--- src/rtl/if_fetch_ctrl.sv ---
// Instruction fetch sequencer: one outstanding req/gnt/rvalid transaction, PC tracking, response FIFO.
// Optional performance counters are enabled by defining IF_FETCH_CTRL_PERF_EN.
module if_fetch_ctrl #(
    parameter logic [31:0] BOOT_ADDR  = 32'h0000_0080,
    parameter int          FIFO_DEPTH = 2
) (
    input  logic        clk_i,
    input  logic        rst_i,
    input  logic        fetch_en_i,
    input  logic        branch_i,
    input  logic [31:0] branch_addr_i,
    output logic        instr_req_o,
    output logic [31:0] instr_addr_o,
    input  logic        instr_gnt_i,
    input  logic        instr_rvalid_i,
    input  logic [31:0] instr_rdata_i,
    input  logic        instr_err_i,
    output logic        capture_o,
    output logic        instr_valid_o,
    output logic [31:0] instr_rdata_o,
    output logic        instr_err_o,
    output logic [31:0] instr_pc_o,
    input  logic        instr_ready_i,
    output logic [1:0]  fsm_state_o
`ifdef IF_FETCH_CTRL_PERF_EN
    ,
    output logic [31:0] perf_fetch_o,
    output logic [15:0] perf_discard_o
`endif
);

    localparam logic [31:0] BOOT_WORD = {BOOT_ADDR[31:2], 2'b00};
    localparam int PTR_W = $clog2(FIFO_DEPTH);
    localparam int CNT_W = $clog2(FIFO_DEPTH + 1);
    localparam logic [PTR_W-1:0] LAST_PTR = PTR_W'(FIFO_DEPTH - 1);
    localparam logic [CNT_W:0]   DEPTH_C  = (CNT_W + 1)'(FIFO_DEPTH);

    typedef enum logic [1:0] {
        S_IDLE = 2'd0,
        S_REQ  = 2'd1,
        S_WAIT = 2'd2,
        S_HALT = 2'd3
    } state_t;

    state_t            state_q, state_d;
    logic [31:0]       fetch_pc_q;
    logic [31:0]       addr_q;
    logic              discard_q;
    logic [31:0]       branch_tgt;
    logic [31:0]       issue_addr;
    logic              rsp_done;
    logic              keep;
    logic              drop;
    logic              pop;
    logic              can_issue;
    logic              issue;
    logic [CNT_W-1:0]  count_q;
    logic [CNT_W-1:0]  count_base;
    logic [CNT_W:0]    occupancy;
    logic [PTR_W-1:0]  wr_ptr_q, rd_ptr_q;
    logic [31:0]       mem_data_q [FIFO_DEPTH];
    logic              mem_err_q  [FIFO_DEPTH];
    logic [31:0]       mem_pc_q   [FIFO_DEPTH];

    function automatic logic [PTR_W-1:0] ptr_inc(input logic [PTR_W-1:0] p);
        return (p == LAST_PTR) ? '0 : p + 1'b1;
    endfunction

    // Handshakes: a request transfers when instr_req_o & instr_gnt_i; a response is the single
    // rvalid cycle that follows; the FIFO head transfers when instr_valid_o & instr_ready_i.
    assign branch_tgt = {branch_addr_i[31:2], 2'b00};
    assign rsp_done   = (state_q == S_WAIT) && instr_rvalid_i;
    assign keep       = rsp_done && !discard_q && !branch_i;
    assign drop       = rsp_done && !keep;
    assign capture_o  = keep;
    assign pop        = instr_valid_o && instr_ready_i && !branch_i;

    // Space for the outstanding word is reserved at issue; a branch empties the buffer this cycle.
    assign count_base = branch_i ? '0 : count_q;
    assign occupancy  = {1'b0, count_base} + {{CNT_W{1'b0}}, keep};
    assign can_issue  = fetch_en_i && (occupancy < DEPTH_C);
    assign issue_addr = branch_i ? branch_tgt : fetch_pc_q;

    always_comb begin
        state_d = state_q;
        case (state_q)
            S_IDLE: begin
                if (can_issue) state_d = S_REQ;
            end
            S_REQ: begin
                if (instr_gnt_i) state_d = S_WAIT;
            end
            S_WAIT: begin
                if (rsp_done) begin
                    if (keep && instr_err_i) state_d = S_HALT;
                    else if (can_issue)      state_d = S_REQ;
                    else                     state_d = S_IDLE;
                end
            end
            S_HALT: begin
                if (branch_i) state_d = can_issue ? S_REQ : S_IDLE;
            end
            default: state_d = S_IDLE;
        endcase
    end

    assign issue = (state_d == S_REQ) && (state_q != S_REQ);

    always_ff @(posedge clk_i) begin
        if (rst_i) state_q <= S_IDLE;
        else       state_q <= state_d;
    end

    // fetch_pc_q always holds the next address to request; addr_q holds the one in flight.
    always_ff @(posedge clk_i) begin
        if (rst_i) begin
            fetch_pc_q <= BOOT_WORD;
            addr_q     <= BOOT_WORD;
            discard_q  <= 1'b0;
        end else begin
            if (issue) begin
                addr_q     <= issue_addr;
                fetch_pc_q <= issue_addr + 32'd4;
            end else if (branch_i) begin
                fetch_pc_q <= branch_tgt;
            end
            if (rsp_done)
                discard_q <= 1'b0;
            else if (branch_i && (state_q == S_REQ || state_q == S_WAIT))
                discard_q <= 1'b1;
        end
    end

    always_ff @(posedge clk_i) begin
        if (rst_i) begin
            wr_ptr_q <= '0;
            rd_ptr_q <= '0;
            count_q  <= '0;
            for (int i = 0; i < FIFO_DEPTH; i++) begin
                mem_data_q[i] <= 32'd0;
                mem_err_q[i]  <= 1'b0;
                mem_pc_q[i]   <= BOOT_WORD;
            end
        end else if (branch_i) begin
            rd_ptr_q <= wr_ptr_q;
            count_q  <= '0;
        end else begin
            if (keep) begin
                mem_data_q[wr_ptr_q] <= instr_rdata_i;
                mem_err_q[wr_ptr_q]  <= instr_err_i;
                mem_pc_q[wr_ptr_q]   <= addr_q;
                wr_ptr_q             <= ptr_inc(wr_ptr_q);
            end
            if (pop) rd_ptr_q <= ptr_inc(rd_ptr_q);
            count_q <= count_q + CNT_W'(keep) - CNT_W'(pop);
        end
    end

    assign instr_req_o   = (state_q == S_REQ);
    assign instr_addr_o  = addr_q;
    assign instr_valid_o = (count_q != '0);
    assign instr_rdata_o = mem_data_q[rd_ptr_q];
    assign instr_err_o   = mem_err_q[rd_ptr_q];
    assign instr_pc_o    = mem_pc_q[rd_ptr_q];
    assign fsm_state_o   = state_q;

`ifdef IF_FETCH_CTRL_PERF_EN
    always_ff @(posedge clk_i) begin
        if (rst_i) begin
            perf_fetch_o   <= 32'd0;
            perf_discard_o <= 16'd0;
        end else begin
            if (keep) perf_fetch_o   <= perf_fetch_o + 32'd1;
            if (drop) perf_discard_o <= perf_discard_o + 16'd1;
        end
    end
`endif

endmodule

--- config.mk ---
export PLATFORM = sky130hd
export DESIGN_NAME = if_fetch_ctrl
export DESIGN_NICKNAME = d
export VERILOG_FILES = /design/src/rtl/if_fetch_ctrl.sv
export SDC_FILE = /design/constraint.sdc
export NUM_CORES = 1
export LEC_CHECK = 0
export ABC_CLOCK_PERIOD_IN_PS = 7590
export BUFFER_PORTS_ARGS = -buffer_cell sky130_fd_sc_hd__buf_2
export CORE_MARGIN = 2
export CORE_UTILIZATION = 35
export CTS_CLUSTER_SIZE = 28
export DETAILED_ROUTE_END_ITERATION = 6
export SYNTH_ARGS = -nofsm -noshare
export SYNTH_HDL_FRONTEND = slang
export SYNTH_SLANG_ARGS = --single-unit
--- constraint.sdc ---
create_clock -name clk_i -period 7.59 [get_ports clk_i]
set_clock_uncertainty 0.05 [all_clocks]
set_input_delay 0.3795 -clock clk_i [delete_from_list [all_inputs] [get_ports clk_i]]
set_output_delay 0.3795 -clock clk_i [all_outputs]
set_load 0.005 [all_outputs]
# Word level (Yosys, flattened, before mapping)
# Memories as Yosys holds them, arrays and structs flattened. A register that Yosys moved wholly into a read port is not among the register bits.
# Cells that the tools add are included.
# totals
ff_bits,71
ram_bits,130
out_inout_bits,102
n_memories,3
# op_classes
n_addsub,6
order_cmp,1
n_eq_ne,5
n_mux,35
n_bitwise,1
reduce_logical,21
# mem_list
name,words,width,rd,rd_clocked_by_memory_dff,wr,line,rtl
mem_data_q,2,32,1,1,2,61,logic [31:0] mem_data_q [FIFO_DEPTH];
mem_pc_q,2,32,1,1,2,63,logic [31:0] mem_pc_q [FIFO_DEPTH];
mem_err_q,2,1,1,1,2,62,logic mem_err_q [FIFO_DEPTH];
# op_table
operator,n
32-bit two-way mux,4
32-bit OR reduction,2
32-bit by 3-bit adder with 32-bit output (second input constant),1
1-bit two-way mux,24
2-bit two-way mux,6
1-bit logical AND,9
2-bit one-hot mux with 4 select lines,1
2-bit by 1-bit == test with 1-bit output (second input constant),2
2-bit == test (second input constant),2
2-bit nonzero test,2
2-bit OR reduction,2
2-bit by 1-bit adder with 3-bit output,1
3-bit by 2-bit less-than comparator with 1-bit output (second input constant),1
1-bit adder (second input constant),2
2-bit by 1-bit adder with 2-bit output,1
1-bit zero test,2
2-bit zero test,1
2-bit by 1-bit != test with 1-bit output (second input constant),1
2-bit AND reduction,1
2-bit by 1-bit subtractor with 2-bit output,1
1-bit logical OR,1
1-bit inverter,1
1-bit OR reduction,1

# Depth between registers and ports, before layout
# Gate-level depths: netlist of run 1.
# depth
depth_word,14
depth_mapped,11
ltp_nobuf,8

# Least setup slack after synthesis of run 1
# OpenSTA, ideal clock, no wires.
# synth_timing
path_kind,reg-to-reg
startpoint,reg state_q[0] (netlist: fsm_state_o[0])
endpoint,mem mem_data_q[0][0] (enable)
arrival_time_ns,5.479
required_time_ns,6.962
slack_ns,1.483
stages_incl_launch_ff,5
path_cell_list,dfxtp_1 -> inv_1 -> ha_1 -> nand4bb_2 -> o21ai_0
# synth_rtl
item,line,rtl
"start, declared",45,"state_t state_q, state_d;"
"start signal, assigned",111,else state_q <= state_d;
"end, declared",61,

==> flow_summary.ini, run 1 <==
[route]
drt_wl_total_um = 23460
ant_nets = 0
drt_iter0_markers = 404
dr.pass1.iters = 5
drc = 0
routedWlPerCell_um = 17.92
via_per_inst = 5.104
num_vias = 6681

[die]
die_h_um = 168.5
fp.dieW_um = 168.5
die-area_sq_um = 28390
io_pins = 174
initial_core_util_pct = 35.44
core_sq_um = 26730
row_count = 60

[timing]
setup_viol = 0
worst_slew_pin_slew_ns = 1.026
finalSetupTns_ns = 0
min_period_over_period_pct = 44.08
slew_violations = 0
layout_min_cycle_time_ns = 3.346
holdWs_ns = 0.1137
final_hold_viol_count = 0
relSlewSlack_pct = 31.62
fmax_mhz = 298.9
rsz0062_at_grt = no

[clock_tree]
cts_setup_buffers = 0
hold_buffers = 0
h-tree-depth = 1
cts_tree = done
root_buffer = clkbuf_16
numCtsBuffers = 23
clkSinkCount = 202
clk_pin_slew_ns = 0.06
ctsResizeCount = 0
clk-insertion-delay-late_ns = 0.50
clock_path_buffers = 3

[global_routing]
met3_usage_pct = 2.946
busiest_layer = met2
grt_pass1_vias = 6520
met2_usage_pct = 25.87
grt_util_met1_pct = 22.85
gr-usage-all-layers_pct = 16.16
grt_pass1_wl_um = 36470
antenna_found_initial = 1
globalRoute.totalOverflow = 0
grt_max_degree = 71

[power]
seqPwrFrac_pct = 47.7
power.internal_mw = 2.018
switching_share_pct = 23.38
netSwitchingPower_mw = 0.6157
p_per_area_nw_per_um2 = 230.8
combPwrFrac_pct = 9.7
leakagePower_nw = 4.598
p_total_mw = 2.634
clkPwrFrac_pct = 42.5
peakVddDrop_uv = 126.8

[logic_synthesis]
synth_area_sq_um = 9470
avgSynthCellArea_sq_um = 11.81
ys_types = 59
synth_cells = 802
synth_seq_cells = 202
ys_async_sr_fraction_pct = 0
ys_warn_count = 0
synth_edf_count = 130
syn_nets = 881
ys.flop_type = edfxtp_1
yosysSeqAreaShare_pct = 56.44

[worst_setup_path]
required_ns = 7.66
worstPathMaxFanout = 66
endpoint_kind = flip-flop
cp.arrival_ns = 3.41
path_class = reg -> reg
cp-start-kind = flip-flop

[layout]
final_nets = 1031
layout_commonest_cell = buf_2
antenna_cells = 0
mostFrequentLayoutCells = buf_2, and2_1, edfxtp_1
syn_to_final_growth_pct = 20.49
drive_above_1_share_pct = 32.64

[status]
status = finished clean

[worst_hold_path]
hold_path_class = in -> reg

[job]
maxCapViolations = 0

[placement]
io_buffers = 171
dpl.hpwl_um = 14690
globalplace.congestion = 0.7962
==> state kept, by name, indices dropped and copies added (netlist names), named ones only <==
register / count
discard_q: 1
instr_addr_o: 32
wr_ptr_q: 1
rd_ptr_q: 1
mem_data_q: 64
fsm_state_o: 2
count_q: 2
mem_pc_q: 64
fetch_pc_q: 32
mem_err_q: 2
==> logic make-up (layout without fill, tap and decap cells) <==
group           after synthesis  after routing  synth area share, %
buf+inv                      66            232                2.854
flops                       202            202                56.44
xor+xnor                      4              4               0.3700
compound gates              123            123                9.235
fa+ha+maj                     7              7               0.9248
mux                         104            104                12.04
simple gates                296            296                18.14
==> routing by layer <==
metal	part of all wire (%)	up-vias
met3	4.9	35
met2	46	165
li1	-	3272
met4	1.8	2
met1	47	3207
met5	0.055	-
==> final timing paths <==
path                         start          endpoint  cells past startpoint  slack (ns)
setup / recovery    fsm_state_o[0]  mem_data_q[1][8]                      7        4.24
hold / removal    instr_rdata_i[4]  mem_data_q[1][4]                      2        0.11
setup reg to reg    fsm_state_o[0]  mem_data_q[1][8]                      7        4.24
hold reg to reg      fetch_pc_q[1]     fetch_pc_q[1]                      1        0.40
==> worst max-delay path: stages, from the launching register on <==
cell,delay (ns)
dfxtp_1,0.34
inv_1,0.11
ha_1,0.30
nand4bb_2,0.28
inv_1,0.18
and3_2,0.18
buf_4,0.55
or2_4,0.92
==> power by group through the flow <==
stage                     Sequential, mW  Combinational (mW)  Clock, mW
final                               1.26               0.256       1.12
after global placement              1.28               0.255          0
after CTS                           1.26               0.259       1.15
after floorplan                     1.27               0.152          0
after global routing                1.26               0.284       1.20
after detailed placement            1.28               0.258          0
==> cell type report <==
type / instances / area [sq um]
Clock buffer: 36 / 694.4
Clock inverter: 5 / 77.57
Fill cell: 2560 / 15310
Inverter: 8 / 30.03
Multi-Input combinational cell: 534 / 3887
Sequential cell: 202 / 5349
Tap cell: 341 / 426.7
Timing Repair Buffer: 183 / 945.9
==> metrics by stage <==
| step | cell area (sq um) | setup WS [ns] | utilization (%) | std cells |
|---|---|---|---|---|
| floorplan | 9470 | 1.483 | - | 802 |
| global placement | 10640 | 3.886 | 39.81 | 1268 |
| global route | 11410 | 3.966 | 42.70 | 1309 |
| finish | 11410 | 4.244 | 42.70 | 1309 |
| CTS | 11410 | 4.147 | 42.70 | 1309 |
| detailed placement | 10640 | 3.836 | 39.81 | 1268 |
==> synth_stat cells, drive strengths merged, types with 2 or more instances <==
| cell type | instances | area [sq um] |
|---|---|---|
| nor2 | 21 | 78.83 |
| mux2i | 25 | 250.2 |
| buf | 17 | 86.33 |
| o211a | 5 | 50.05 |
| o21ai | 8 | 40.04 |
| and4 | 5 | 43.79 |
| a211oi | 18 | 135.1 |
| clkbuf | 41 | 153.9 |
| nor4 | 8 | 50.05 |
| inv | 7 | 26.28 |
| a31oi | 5 | 31.28 |
| nor3 | 30 | 150.1 |
| a21o | 3 | 22.52 |
| a31o | 4 | 35.03 |
| dfxtp | 72 | 1441 |
| nand3b | 4 | 30.03 |
| o211ai | 2 | 15.01 |
| a22oi | 2 | 15.01 |
| nand3 | 13 | 65.06 |
| nor4b | 2 | 23.77 |
| and2 | 133 | 832.1 |
| nand4b | 5 | 43.79 |
| edfxtp | 130 | 3904 |
| a21oi | 40 | 200.2 |
| mux2 | 79 | 889.6 |
| a2bb2oi | 2 | 23.77 |
| nor2b | 2 | 12.51 |
| a221oi | 2 | 17.52 |
| nand2b | 8 | 50.05 |
| o31a | 2 | 17.52 |
| and3 | 2 | 12.51 |
| o22a | 2 | 17.52 |
| nand4 | 11 | 68.82 |
| o41ai | 16 | 140.1 |
| ha | 7 | 87.58 |
| or4 | 4 | 30.03 |
| nand2 | 37 | 138.9 |
| o31ai | 4 | 30.03 |
| xor2 | 2 | 17.52 |
| or2 | 6 | 37.54 |
| xnor2 | 2 | 17.52 |
Note: power is estimated with default switching activity, not from simulation.
==> run 2: changes to the inputs <==
--- a/config.mk
+++ b/config.mk
@@ -5,7 +5,7 @@
 export SDC_FILE = /design/constraint.sdc
 export NUM_CORES = 1
 export LEC_CHECK = 0
-export ABC_CLOCK_PERIOD_IN_PS = 7590
+export ABC_CLOCK_PERIOD_IN_PS = 3300
 export BUFFER_PORTS_ARGS = -buffer_cell sky130_fd_sc_hd__buf_2
 export CORE_MARGIN = 2
 export CORE_UTILIZATION = 35
==> constraint.sdc (replaced) <==
create_clock -name clk_i -period 3.3 [get_ports clk_i]
set_clock_uncertainty 0.05 [all_clocks]
set_input_delay 0.165 -clock clk_i [delete_from_list [all_inputs] [get_ports clk_i]]
set_output_delay 0.165 -clock clk_i [all_outputs]
set_load 0.005 [all_outputs]
==> flow_summary.ini, run 2 (synthesis gave the netlist of run 1 again) <==
[status]
status = finished clean

[layout]
final_nets = 1079
layout_commonest_cell = buf_2
mostFrequentLayoutCells = buf_2, and2_1, edfxtp_1
drive_above_1_share_pct = 31.76
fillers = 2511
reg.largest.list = mem_data_q x64, mem_pc_q x64
stdcell_count = 1358
seq_area_sq_um = 5349
antenna_cells = 0
syn_to_final_growth_pct = 26.20
multi_input_area_sq_um = 3887

[worst_setup_path]
path_class = reg -> reg
required_ns = 3.65
slowest_delay_ns = 0.64
path_buf_inv = 1
cp.arrival_ns = 3.37
reg2regPathDepth = 7
worstPathMaxFanout = 11
cp-start-kind = flip-flop
timing.rr.end = fetch_pc_q[15]
critical_path.startpoint = fsm_state_o[0]
endpoint_kind = flip-flop
slowest_stage = o211ai_1
r2r_slack_ns = 0.27
cp-endpoint = fetch_pc_q[15]
cp.depth = 7
crit_family = compound AO/OA/AOI/OAI gates
reg2reg_from = fsm_state_o[0]
worstPathCellList = inv_1 > ha_1 > nand4bb_2 > o221ai_2 > o211ai_1 > nand2_1 > o41ai_1

[die]
fp.dieW_um = 168.5
core_sq_um = 26730
initial_core_util_pct = 35.44
io_pins = 174
die_h_um = 168.5
row_count = 60
die-area_sq_um = 28390

[timing]
setup_viol = 0
min_period_over_period_pct = 91.68
fmax_mhz = 330.5
timing.final.ws_setup_ns = 0.2747
finalSetupTns_ns = 0
rsz0062_at_grt = no
relSlewSlack_pct = 34.29
layout_min_cycle_time_ns = 3.025
final_hold_viol_count = 0
holdWs_ns = 0.01802
slew_violations = 0
worst_slew_pin_slew_ns = 0.9856

[clock_tree]
clkSinkCount = 202
cts_tree = done
clock_path_buffers = 3
numCtsBuffers = 23
cts_setup_buffers = 0
ctsResizeCount = 0
h-tree-depth = 1
clk-insertion-delay-late_ns = 0.51
root_buffer = clkbuf_16
clk_pin_slew_ns = 0.06

[global_routing]
gr-usage-all-layers_pct = 16.45
globalRoute.totalOverflow = 0
grt_max_degree = 66
antenna_found_initial = 0
grt_pass1_vias = 6725
grt_pass1_wl_um = 37120

[route]
dr.pass1.iters = 4
drc = 0
drt_wl_total_um = 24040
num_vias = 6847
via_per_inst = 5.042
routedWlPerCell_um = 17.70
ant_nets = 0
drt_iter0_markers = 431

[power]
p_per_area_nw_per_um2 = 522.4
leakagePower_nw = 4.838
peakVddDrop_uv = 301.8

[placement]
dpl.hpwl_um = 15360
globalplace.congestion = 0.7897
pre_cts_slack_ns = 0.2437
io_buffers = 171
dp_cells = 1275

[worst_hold_path]
hold_path_class = in -> reg

[job]
maxCapViolations = 0
-- run 2: cell types whose count changed in the layout (fill, tap and decap cells not counted), sizes merged --
cell	previous run	this run
dlygate4sd3	0	41
clkinv	3	5
bufinv	2	3
clkbuf	36	33
inv	7	9
buf	183	190
clkinvlp	1	0
-- run 2: layout make-up --
class                      count  share of cell area, %
timing repair buffer         231                  12.10
inverter                       8                 0.2513
tap                          341                  3.570
clock inverter                 9                  1.057
sequential                   202                  44.75
multi-input combinational    534                  32.53
clock buffer                  33                  5.737
-- run 2: per-stage QoR --
stage	utilization, %	cell area [sq um]	power, mW
final	44.72	11950	6.244
after floorplan	-	9474	3.273
after CTS	44.72	11950	6.322
after detailed placement	40.15	10730	3.559
after global placement	40.15	10730	3.548
after global routing	44.72	11950	6.491
-- run 2: power by group --
group          leakage [nW]  switching [mW]  internal, mW
combinational          2.51           0.364         0.282
clock                 0.398            1.02          1.68
sequential             1.93          0.0797          2.81
total                  4.84            1.47          4.77
-- run 2: how the worst min path moves through the flow --
stage                                 start              to  slack (ns)  cells after the start
after floorplan              instr_rvalid_i       discard_q        0.22                      1
after global placement        fetch_pc_q[1]   fetch_pc_q[1]        0.40                      1
after detailed placement      fetch_pc_q[0]   fetch_pc_q[0]        0.40                      1
after CTS                 branch_addr_i[25]  fetch_pc_q[25]       0.001                      4
after global routing               branch_i      count_q[1]        0.04                      2
final                     branch_addr_i[25]  fetch_pc_q[25]        0.02                      4
-- run 2: worst register-to-register path: stages (launching register included) --
cell and delay [ns]:
dfxtp_1 0.39, inv_1 0.10, ha_1 0.29, nand4bb_2 0.23, o221ai_2 0.21, o211ai_1 0.64, nand2_1 0.52, o41ai_1 0.48
-- run 2: what timing repair did --
action | in CTS | in global routing
hold buffers | 41 | 0
endpoints found under the setup margin | 0 | 0
endpoints found under the hold margin | 76 | 0
-- run 2: routing by layer --
| metal | track usage, % | up-vias | wire (um) |
|---|---|---|---|
| met4 | 3.598 | 0 | 327 |
| met3 | 2.502 | 23 | 976 |
| li1 | - | 3366 | - |
| met1 | 21.99 | 3311 | 11040 |
| met5 | 0 | - | 0 |
| met2 | 28.36 | 147 | 11690 |
==> run 3: changes to the inputs <==
--- a/config.mk
+++ b/config.mk
@@ -7,10 +7,13 @@
 export LEC_CHECK = 0
 export ABC_CLOCK_PERIOD_IN_PS = 3300
 export BUFFER_PORTS_ARGS = -buffer_cell sky130_fd_sc_hd__buf_2
+export CELL_PAD_IN_SITES_DETAIL_PLACEMENT = 0
+export CELL_PAD_IN_SITES_GLOBAL_PLACEMENT = 1
 export CORE_MARGIN = 2
 export CORE_UTILIZATION = 35
 export CTS_CLUSTER_SIZE = 28
 export DETAILED_ROUTE_END_ITERATION = 6
+export PLACE_DENSITY_LB_ADDON = 0.1
 export SYNTH_ARGS = -nofsm -noshare
 export SYNTH_HDL_FRONTEND = slang
 export SYNTH_SLANG_ARGS = --single-unit
==> flow_summary.ini, run 3 (synthesis gave the netlist of run 1 again) <==
[clock_tree]
clock_path_buffers = 3
h-tree-depth = 1
root_buffer = clkbuf_16
cts_setup_buffers = 0
clk_pin_slew_ns = 0.06
ctsResizeCount = 0
hold_buffers = 36
clk-insertion-delay-late_ns = 0.50
numCtsBuffers = 24
cts_tree = done
clkSinkCount = 202

[layout]
layout_commonest_cell = buf_2
syn_to_final_growth_pct = 26.13
antenna_cells = 0
multi_input_area_sq_um = 3887
mostFrequentLayoutCells = buf_2, and2_1, edfxtp_1
final_area_sq_um = 11950
final_nets = 1079
fillers = 2581
drive_above_1_share_pct = 31.76
reg.largest.list = mem_data_q x64, mem_pc_q x64
seq_area_sq_um = 5349

[timing]
setup_viol = 0
rsz0062_at_grt = no
layout_min_cycle_time_ns = 2.699
holdWs_ns = 0.02099
relSlewSlack_pct = 37.17
slew_violations = 0
fmax_mhz = 370.5
final_hold_viol_count = 0
worst_slew_pin_slew_ns = 0.9424
min_period_over_period_pct = 81.78
finalSetupTns_ns = 0

[placement]
placed_area_sq_um = 10780
dpl.hpwl_um = 16110
io_buffers = 171
globalplace.congestion = 0.7795

[die]
core_sq_um = 26730
die-area_sq_um = 28390
io_pins = 174
initial_core_util_pct = 35.44
row_count = 60
die_h_um = 168.5
fp.dieW_um = 168.5

[route]
num_vias = 6836
ant_nets = 0
dr.pass1.iters = 6
routedWlPerCell_um = 18.33
via_per_inst = 5.034
drt_iter0_markers = 331
drc = 0
drt_wl_total_um = 24900

[worst_setup_path]
r2r_slack_ns = 0.60
worstPathMaxFanout = 42
endpoint_kind = flip-flop
required_ns = 3.68
cp-start-kind = flip-flop
reg2regPathDepth = 8
cp.arrival_ns = 3.08
path_class = reg -> reg

[global_routing]
grt_pass1_wl_um = 38670
grt_max_degree = 66
antenna_found_initial = 0
gr-usage-all-layers_pct = 17.23
grt_pass1_vias = 6778
globalRoute.totalOverflow = 0

[worst_hold_path]
hold_path_class = in -> reg
hold_path_depth = 4

[power]
leakagePower_nw = 4.836
p_per_area_nw_per_um2 = 523.1
peakVddDrop_uv = 290.1

[status]
status = finished clean

[job]
maxCapViolations = 0
==> run 3: cell count changes in the layout (fill, tap and decap cells not counted), sizes merged <==
cell,change
inv,-2
clkbuf,-1
buf,+4
clkinv,+3
dlygate4sd3,-5
bufinv,+1
==> run 3: final timing paths <==
kind / from / endpoint
max: fsm_state_o[0] / fetch_pc_q[22]
min: branch_addr_i[24] / fetch_pc_q[24]
max reg2reg: fsm_state_o[0] / fetch_pc_q[22]
min reg2reg: fetch_pc_q[0] / fetch_pc_q[0]
==> run 3: final cells by class <==
cell class | count | area share [%]
Sequential cell | 202 | 44.78
Multi-Input combinational cell | 534 | 32.54
Timing Repair Buffer | 230 | 12.15
Clock buffer | 32 | 5.457
Clock inverter | 11 | 1.246
Inverter | 8 | 0.2514
Tap cell | 341 | 3.572
==> run 3: metrics by stage <==
step                      setup WS [ns]  instances  util (%)  power [mW]
after detailed placement         0.6150       1279     40.35       3.576
after floorplan                  0.1929        802         -       3.273
after CTS                        0.6024       1358     44.70       6.326
after global routing             0.3739       1358     44.70       6.516
after global placement           0.6139       1279     40.35       3.570
final                            0.6012       1358     44.70       6.248
==> run 3: layer usage <==
layer,global-route usage (%),part of all wire (%)
met5,0,0
met1,24.86,48
met4,3.298,1.1
met3,2.549,4.6
met2,27.77,46
==> run 3: critical path: stages (launching register included) <==
cell       delay, ns
dfxtp_1         0.39
inv_1           0.10
ha_1            0.29
nand4bb_2       0.23
o221ai_2        0.21
a2111o_1        0.45
buf_12          0.18
or4_1           0.53
a21oi_1         0.16
==> run 3: where the power goes <==
part | internal, mW | switching (mW)
clock | 1.69 | 1.01
combinational | 0.283 | 0.369
sequential | 2.81 | 0.0826
